$ cat config.mk
export PLATFORM = sky130hd
export DESIGN_NAME = state_prep_flat
export DESIGN_NICKNAME = d
export VERILOG_FILES = /design/src/rtl/state_prep_if.sv /design/src/rtl/state_prep.sv /design/src/flat_wrapper.sv
export SDC_FILE = /design/constraint.sdc
export NUM_CORES = 1
export LEC_CHECK = 0
export CAP_MARGIN = 15
export CORE_MARGIN = 8
export CORE_UTILIZATION = 44
export CTS_BUF_LIST = sky130_fd_sc_hd__clkbuf_16
export CTS_CLUSTER_SIZE = 16
export DETAILED_ROUTE_END_ITERATION = 12
export PLACE_DENSITY_LB_ADDON = 0.2
export SLEW_MARGIN = 20
export SYNTH_ARGS = -nofsm -noshare
export SYNTH_HDL_FRONTEND = slang
export SYNTH_SLANG_ARGS = --single-unit
$ cat constraint.sdc
create_clock -name clk -period 2.6 [get_ports clk]
set_input_delay 0.78 -clock clk [delete_from_list [all_inputs] [get_ports clk]]
set_output_delay 0.78 -clock clk [all_outputs]
set_load 0.01 [all_outputs]
$ cat src/rtl/state_prep_if.sv
// Request/state handshake bundle for state_prep: basis request in, prepared amplitude vector out.
// master = requester/consumer side, slave = state_prep side.
interface state_prep_if;
    logic        req_valid;
    logic        req_ready;
    logic [1:0]  req_index;
    logic        req_superpos;
    logic [31:0] state_real_flat;
    logic        state_valid;
    logic        state_ready;
    logic        busy;

    modport master (
        output req_valid, req_index, req_superpos, state_ready,
        input  req_ready, state_real_flat, state_valid, busy
    );

    modport slave (
        input  req_valid, req_index, req_superpos, state_ready,
        output req_ready, state_real_flat, state_valid, busy
    );
endinterface

$ cat src/rtl/state_prep.sv
// Basis-state preparation: builds a 4x8-bit amplitude vector one lane per cycle, state valid 4 cycles after accept.
// Holds the state until state_ready; one IDLE cycle between requests. Optional STATE_PREP_SUPERPOS_EN adds equal superposition.
module state_prep #(
    parameter logic [7:0] AMP_ONE  = 8'd127,
    parameter logic [7:0] AMP_ZERO = 8'd0
) (
    input  logic         clk,
    input  logic         rst_n,
    state_prep_if.slave  bus
);
    // Amplitudes are sign-magnitude style with bit 7 as sign; prepared values are never negative.
    localparam logic [7:0] ONE_C  = AMP_ONE[7] ? 8'h7F : AMP_ONE;
    localparam logic [7:0] ZERO_C = {1'b0, AMP_ZERO[6:0]};
`ifdef STATE_PREP_SUPERPOS_EN
    localparam logic [7:0] HALF_C = ONE_C >> 1;
`endif

    typedef enum logic [1:0] {IDLE, LOAD, HOLD} state_t;

    state_t      state_q, state_d;
    logic [1:0]  lane_q;
    logic [1:0]  idx_q;
    logic [31:0] shadow_q;
    logic [31:0] flat_q;
    logic        valid_q;
    logic [7:0]  lane_val;
    logic        accept;
    logic        last_lane;
    logic        done;
`ifdef STATE_PREP_SUPERPOS_EN
    logic        sup_q;
`endif

    always_comb begin
        lane_val = (lane_q == idx_q) ? ONE_C : ZERO_C;
`ifdef STATE_PREP_SUPERPOS_EN
        if (sup_q) lane_val = HALF_C;
`endif
    end

    always_ff @(posedge clk or negedge rst_n) begin
        if (!rst_n) state_q <= IDLE;
        else        state_q <= state_d;
    end

    always_comb begin
        state_d   = state_q;
        accept    = 1'b0;
        last_lane = 1'b0;
        done      = 1'b0;
        case (state_q)
            IDLE: if (bus.req_valid) begin
                accept  = 1'b1;
                state_d = LOAD;
            end
            LOAD: if (lane_q == 2'd3) begin
                last_lane = 1'b1;
                state_d   = HOLD;
            end
            HOLD: if (bus.state_ready) begin
                done    = 1'b1;
                state_d = IDLE;
            end
            default: state_d = IDLE;
        endcase
    end

    always_ff @(posedge clk or negedge rst_n) begin
        if (!rst_n) begin
            lane_q   <= 2'd0;
            idx_q    <= 2'd0;
            shadow_q <= 32'h0;
            flat_q   <= 32'h0;
            valid_q  <= 1'b0;
`ifdef STATE_PREP_SUPERPOS_EN
            sup_q    <= 1'b0;
`endif
        end else begin
            if (accept) begin
                idx_q  <= bus.req_index;
                lane_q <= 2'd0;
`ifdef STATE_PREP_SUPERPOS_EN
                sup_q  <= bus.req_superpos;
`endif
            end
            if (state_q == LOAD) begin
                shadow_q[{lane_q, 3'b000} +: 8] <= lane_val;
                if (!last_lane) lane_q <= lane_q + 2'd1;
            end
            // Lane 3 lands in the same edge, so merge it directly into the published copy.
            if (last_lane) begin
                flat_q  <= {lane_val, shadow_q[23:0]};
                valid_q <= 1'b1;
            end
            if (done) valid_q <= 1'b0;
        end
    end

    assign bus.req_ready       = (state_q == IDLE);
    assign bus.busy            = (state_q != IDLE);
    assign bus.state_valid     = valid_q;
    assign bus.state_real_flat = flat_q;
endmodule

$ cat src/flat_wrapper.sv
// flat-port wrapper written by rule: the top's interface ports become plain ports
module state_prep_flat 
#(
    parameter logic [7:0] AMP_ONE  = 8'd127,
    parameter logic [7:0] AMP_ZERO = 8'd0
)
  (clk, rst_n, bus_req_valid, bus_req_index, bus_req_superpos, bus_state_ready, bus_req_ready, bus_state_real_flat, bus_state_valid, bus_busy);
  state_prep_if bus_i ();
  input  logic clk;
  input  logic rst_n;
  input wire logic [$bits(bus_i.req_valid)-1:0] bus_req_valid;
  input wire logic [$bits(bus_i.req_index)-1:0] bus_req_index;
  input wire logic [$bits(bus_i.req_superpos)-1:0] bus_req_superpos;
  input wire logic [$bits(bus_i.state_ready)-1:0] bus_state_ready;
  output wire logic [$bits(bus_i.req_ready)-1:0] bus_req_ready;
  output wire logic [$bits(bus_i.state_real_flat)-1:0] bus_state_real_flat;
  output wire logic [$bits(bus_i.state_valid)-1:0] bus_state_valid;
  output wire logic [$bits(bus_i.busy)-1:0] bus_busy;
  assign bus_i.req_valid = bus_req_valid;
  assign bus_i.req_index = bus_req_index;
  assign bus_i.req_superpos = bus_req_superpos;
  assign bus_i.state_ready = bus_state_ready;
  assign bus_req_ready = bus_i.req_ready;
  assign bus_state_real_flat = bus_i.state_real_flat;
  assign bus_state_valid = bus_i.state_valid;
  assign bus_busy = bus_i.busy;
  state_prep #(.AMP_ONE(AMP_ONE), .AMP_ZERO(AMP_ZERO)) u_core (.clk(clk), .rst_n(rst_n), .bus(bus_i));
endmodule
==> metrics.md, run 1 <==
| Metric | Value |
|---|---|
| Final RePlAce weighted congestion | roughly 0.75 |
| Placement Cell Area | 0.00110 mm² |
| Grt met1 use | 0.0993 |
| Initial antenna violation count | 0 |
| Diode count | 0 |
| Sw Ratio | 0.360 |
| GR Overflow Total | 0 |
| FF-to-FF setup slack | about 1.2 ns |
| Vias in the first global route | slightly below 600 |
| Full die area | around 0.0038 mm² |
| Largest cells by area after synthesis | dfrtp_1 38%, buf_4 23%, ha_1 5.4% |
| Yosys top cell area share | 0.380 |
| Core Util, Final | 0.601 |
| Post-synthesis cell count | 89 |
| # port buffers | 36 |
| Max-cap violation count | 0 |
| Delay-heaviest family, CP | buffers and inverters |
| Row cnt | 16 |
| Mapped Area | 921 µm² |
| Clock root buffer | clkbuf_16 |
| Clk pwr share | 0.192 |
| Hold Startpoint | u_core.shadow_q[6] |
| Combinational share of power | 0.518 |
| Most common flop cell mapped by yosys | dfrtp_1 |
| CTS tree | built |
| PD cells | 1250 mW/mm² |
| CTS Buf Count | 3 |
| CP max FO | 10 |
| Asr flop ratio synth | 1.00 |
| DRC violations left | 0 |
| Initial Util | 0.469 |
| RSZ-0062 raised after global routing | no |
| Final setup vio count | 0 |
| Global-route wire length before repair | ~2.6 mm |
| # IOs | 42 |
| Critical path type | reg -> out |
| Post-synthesis average cell area | 10.3 µm² |
| Aggregate routed wire length | 1.66 mm |
| Die extent in x | 61.8 µm |
| Core area | 0.00196 mm² |
| Seq pwr share | 0.290 |
| Drt first pass iters | 3 |
| Setup_tns | 0 ns |
| Via-to-Cell Ratio | 4.50 |
| Sequential area share after synthesis | 0.380 |
| Hold WC Path Type | reg -> reg |
| CP Buf/Inv Count | 2 |
| Unique masters post-synth | 26 |
| Post-DP HPWL | 1.37 mm |
| FF-to-FF End | u_core.shadow_q[22] |
| Warnings from Yosys | 0 |
| Nets | 115 |
| CP startpoint kind | flip-flop |
| Gr busiest metal | met2 |
| Largest net degree at the start of global routing | 15 |
| Layout Skew | 0.00140 ns |
| Flops & latches, synth | 14 |
| Slowest CP cell | dfrtp_1 |
| Wire per inst | 12.9 µm |
| Most frequent cells after synthesis | 28 x buf_4, 14 x dfrtp_1, 7 x nand2_1 |
| Period Utilization, post-route | 0.872 |
| Die H | 61.8 µm |
| Post-CTS Setup Repair Bufs | 0 |
| Status | finished, final reports clean |
| Setup crit end kind | output pin |
| Number of enable flip-flop cells after synthesis | 0 |
| Share of post-route cells with drive strength above 1 | 0.0980 |
| R2R Path Start | u_core.lane_q[0] |
| Crit path DAT | 1.49 ns |
| Worst VDD drop | 0.677 mV |
| Tmin final | 2.27 ns |
| Layout filler cell count | 167 |
| Hold buffers post-CTS | 0 |
| Fin worst setup slack | approximately 0.33 ns |
| Area delta synth->final | 28.1% |
| Worst EP required | 1.82 ns |
| Endpoints failing hold | 0 |
| GRT Resource Usage Total | 0.0932 |
| DR vias | between 500 and 600 |
| CTS sink cnt | 14 |
| Max Freq | 441 MHz |
| Longest Clk Path Bufs | 2 |
| Crit-path cells | nor2_4 > inv_1 > clkdlybuf4s50_1 |
| H-tree Lvls | 1 |
| M3 GR Usage | 0.0329 |
| Clock-pin slew on the worst setup and hold paths | 0.04 ns |
| Final instance area | 0.00118 mm² |
| Worst path max stage delay | 0.58 ns |
| Slew margin rel. | 0.595 |
| Lkg Pwr | 0.526 nW |
| Most frequent cell after synthesis | buf_4 |
| Net Sw Power | between 0.0005 and 0.0006 W |
| Routing usage on met2 | 0.149 |
| Hold slack | 0.466 ns |
| Post-CTS sizing | 0 |
| DR iter-0 viols | 9 |
| Final ANT Viol Nets | 0 |
| Hold path cells | 2 |
| Internal power | 0.000945 W |
| Dpl ws | 0.580 ns |
| FF-to-FF path depth | 4 |
| Area leader, netlist | dfrtp_1 |
| Worst skew pair latency | 0.24 ns |
| Worst hold path endpoint | u_core.shadow_q[6] |
| Final Max Tran Viols | 0 |
| Worst-margin pin slew | just over 0.6 ns |
==> cell families after synthesis <==
logic type / after synthesis / synth area share
AOI/OAI and AO/OA: 10 / 0.0774
xor gates and xnor gates: 1 / 0.00951
adders and majority gates: 4 / 0.0543
buffers and inverters: 34 / 0.261
DFF: 14 / 0.380
muxes: 6 / 0.0802
other: 1 / 0.00407
and+or+nand+nor: 19 / 0.133
==> worst reg2reg max path, stage by stage (launching register included) <==
cell and delay [ns]:
dfrtp_1 0.40, inv_1 0.11, ha_1 0.33, inv_1 0.08, o41ai_2 0.33
==> state kept, by name, summed over array words and instances, names as in the netlist <==
name and cells:
u_core.lane_q 2, u_core.idx_q 2, u_core.state_q 2, u_core.shadow_q 3, u_core.bus.state_real_flat 4, u_core.bus.state_valid 1
==> layout make-up <==
class / instances / area, µm² / area share
timing repair buffer: 36 / 360 / 0.305
clock buffer: 3 / 75.1 / 0.0636
sequential: 14 / 350 / 0.297
tap: 27 / 33.8 / 0.0286
inverter: 5 / 18.8 / 0.0159
multi-input combinational: 44 / 342 / 0.290
==> routing by layer <==
layer | share of wire | up-vias
li1 | - | 293
met1 | 0.40 | 251
met2 | 0.45 | 32
met3 | 0.13 | 5
met4 | 0.023 | 0
met5 | 0 | -
==> power by group through the flow <==
stage	logic (W)	registers, W	clock network [W]
2_1_floorplan	0.000584	0.000402	0
3_3_place_gp	0.000766	0.000428	0
3_5_place_dp	0.000776	0.000435	0
4_1_cts	0.000779	0.000432	0.000290
5_1_grt	0.000830	0.000452	0.000302
6_report	0.000765	0.000428	0.000284
==> worst max path at each step <==
stage                       from        to  slack [ns]  cells past startpoint
2_1_floorplan  u_core.state_q[0]  bus_busy        1.11                      3
3_3_place_gp   u_core.state_q[0]  bus_busy        0.59                      3
3_5_place_dp   u_core.state_q[0]  bus_busy        0.58                      3
4_1_cts        u_core.state_q[0]  bus_busy        0.32                      3
5_1_grt        u_core.state_q[0]  bus_busy        0.26                      3
6_report       u_core.state_q[0]  bus_busy        0.33                      3
==> metrics by stage <==
step	std cells	total power [W]
5_1_grt	129	0.00158
3_5_place_dp	126	0.00121
3_3_place_gp	126	0.00119
4_1_cts	129	0.00150
6_report	129	0.00148
2_1_floorplan	92	0.000986
==> layout by cell type (no fill, tap or decap), types with 2 or more instances in the layout <==
cell             count
dfrtp_1             14
inv_1                4
conb_1               4
clkdlybuf4s50_1     36
nor2_1               2
a21oi_1              2
nand3b_1             4
ha_1                 4
o31ai_1              2
nand2b_1             2
clkbuf_16            3
nand2_1              7
mux2_1               3
mux2_4               2
o21ai_1              2
(Power assumes the default switching activity.)
==> run 2: changes to the inputs <==
Settings changed: CORE_UTILIZATION 44 to 35, GPL_TIMING_DRIVEN set to 0.
Clock period 2.6 ns to 2.43 ns, I/O delays scaled along.
==> run 2 against run 1 <==
Non-clock buffer count increased by 29. Final area increased by 19%. Clock skew increased by 0.0016 ns. Setup slack got worse by 0.058 ns. Cell count increased by 26%. Flip-flop and latch count unchanged. Die area increased by 19%. Worst hold slack improved by 0.0034 ns. Critical path depth decreased by 1. Critical path type unchanged.
==> metrics.md, run 2 (synthesis gave the netlist of run 1 again) <==
| Metric | Value |
|---|---|
| Status | finished, final reports clean |
| Wire per inst | 11.8 µm (-8.5%) |
| Die H | 67.3 µm (+9.0%) |
| Max-cap violation count | 0 (unchanged) |
| Lkg Pwr | 0.684 nW (+30%) |
| Placed Instances | 158 (+25%) |
| # port buffers | 36 (unchanged) |
| Final RePlAce weighted congestion | 0.765 (+1.8%) |
| Crit-path cells | nor2_4 > clkdlybuf4s50_1 |
| CP startpoint kind | flip-flop |
| Setup crit end kind | output pin |
| GR Overflow Total | 0 (unchanged) |
| Max Freq | 464 MHz |
| Worst path max stage delay | 0.55 ns (-0.03 ns) |
| DR iter-0 viols | 9 (unchanged) |
| Initial antenna violation count | 0 (unchanged) |
| Hold WC Path Type | reg -> reg |
| Slew margin rel. | 0.575 (-0.0199) |
| RSZ-0062 raised after global routing | no |
| Full die area | 0.00453 mm² (+19%) |
| Layout Skew | 0.00301 ns (+0.00162 ns) |
| Power, Total | 0.00179 W (+21%) |
| Most frequent cells in the layout | 36 x clkdlybuf4s50_1, 28 x buf_4, 14 x dfrtp_1, 7 x nand2_1 |
| Period Utilization, post-route | 0.887 |
| Worst EP required | 1.70 ns (-0.12 ns) |
| Slowest CP cell | clkdlybuf4s50_1 |
| Final setup vio count | 0 (unchanged) |
| Critical path type | reg -> out |
| Worst VDD drop | 0.752 mV (+11%) |
| Crit path DAT | 1.43 ns (-0.06 ns) |
| Die extent in x | 67.3 µm (+9.0%) |
| # IOs | 42 (unchanged) |
| PD cells | 1270 mW/mm² (+1.5%) |
| Post-DP HPWL | 1.59 mm (+16%) |
| Drt first pass iters | 4 (+1) |
| Vias in the first global route | 723 (+21%) |
| Area delta synth->final | 53.0% |
| Global-route wire length before repair | 3.13 mm (+20%) |
| Row cnt | 18 (+2) |
| DR vias | 686 (+18%) |
| Max reg flops | 4 (unchanged) |
| CTS tree | built |
| Clock root buffer | clkbuf_16 |
| CTS sink cnt | 14 (unchanged) |
| Final Max Tran Viols | 0 (unchanged) |
| Final non-filler cell total | 162 (+26%) |
| Tmin final | 2.16 ns |
| Diode count | 0 (unchanged) |
| Share of post-route cells with drive strength above 1 | 0.295 (+0.197) |
| Commonest non-fill, non-tap cell in the layout | clkdlybuf4s50_1 |
| CP Buf/Inv Count | 1 (-1) |
| DRC violations left | 0 (unchanged) |
| CTS Buf Count | 3 (unchanged) |
| H-tree Lvls | 1 (unchanged) |
| Setup_tns | 0 ns (unchanged) |
| Delay-heaviest family, CP | buffers and inverters |
| CP max FO | 8 (-2) |
| Aggregate routed wire length | 1.91 mm (+15%) |
| FF-to-FF setup slack | 1.08 ns (-0.16 ns) |
| Core area | 0.00248 mm² (+26%) |
| Via-to-Cell Ratio | 4.23 (-6.0%) |
| Hold buffers post-CTS | 0 (unchanged) |
| Longest Clk Path Bufs | 2 (unchanged) |
| Initial Util | 0.372 (-0.0977) |
| Endpoints failing hold | 0 (unchanged) |
| Clock-pin slew on the worst setup and hold paths | 0.04 ns (about the same) |
| Post-CTS Setup Repair Bufs | 0 (unchanged) |
| Post-CTS sizing | 0 (unchanged) |
| Worst-margin pin slew | 0.636 ns (+0.0298 ns) |
| GRT Resource Usage Total | 0.0892 (-0.00394) |
| Worst skew pair latency | 0.24 ns (about the same) |
| Final ANT Viol Nets | 0 (unchanged) |
| Nets | 144 (+25%) |
| Largest net degree at the start of global routing | 15 (unchanged) |
==> run 2: cell types whose count changed in the layout (fill, tap and decap cells not counted), sizes merged <==
cell | previous run | this run
buf | 0 | 29
clkinv | 0 | 1
==> run 2: routing by layer <==
layer,part of all wire,track usage
met2,0.47,0.161
met4,0.0042,0.0470
met1,0.40,0.0879
met3,0.12,0.0315
met5,0,0
==> run 2: final timing paths <==
| kind | cells after the start | from | endpoint |
|---|---|---|---|
| min in group asynchronous | 1 | rst_n | u_core.bus.state_valid |
| max reg2reg | 4 | u_core.lane_q[1] | u_core.shadow_q[22] |
| max in group asynchronous | 1 | rst_n | u_core.bus.state_real_flat[29] |
| min reg2reg | 2 | u_core.shadow_q[22] | u_core.shadow_q[22] |
| min | 2 | u_core.shadow_q[22] | u_core.shadow_q[22] |
| max | 2 | u_core.state_q[1] | bus_req_ready |
==> run 2: worst reg2reg max path, delay by kind of cell, from the launching register on <==
kind | cells | cell delay, ns
flops | 1 | 0.42
fa+ha+maj | 1 | 0.33
compound gates | 1 | 0.32
buf+inv | 2 | 0.19
==> run 2: final cells by class <==
class | instances | area, µm²
buffer | 29 | 221
clock buffer | 3 | 75.1
clock inverter | 1 | 3.75
fill | 242 | 1070
inverter | 5 | 18.8
multi-input combinational | 44 | 342
sequential | 14 | 350
tap | 30 | 37.5
timing repair buffer | 36 | 360
==> run 2: report_power, final <==
group / switching [W] / total [W] / leakage, nW / internal [W]
clock network: 0.0000847 / 0.000301 / 0.0385 / 0.000217
registers: 0.000105 / 0.000435 / 0.182 / 0.000330
logic: 0.000424 / 0.00105 / 0.464 / 0.000629
==> run 2: stage by stage <==
stage                     instance area (µm²)   util  worst slack [ns]  hold WS (ns)
after floorplan                           932      -             0.990         0.433
after global placement                   1330  0.537             0.540         0.465
after detailed placement                 1330  0.537             0.520         0.465
after CTS                                1410  0.569             0.260         0.480
after global routing                     1410  0.569             0.211         0.515
final                                    1410  0.569             0.275         0.470
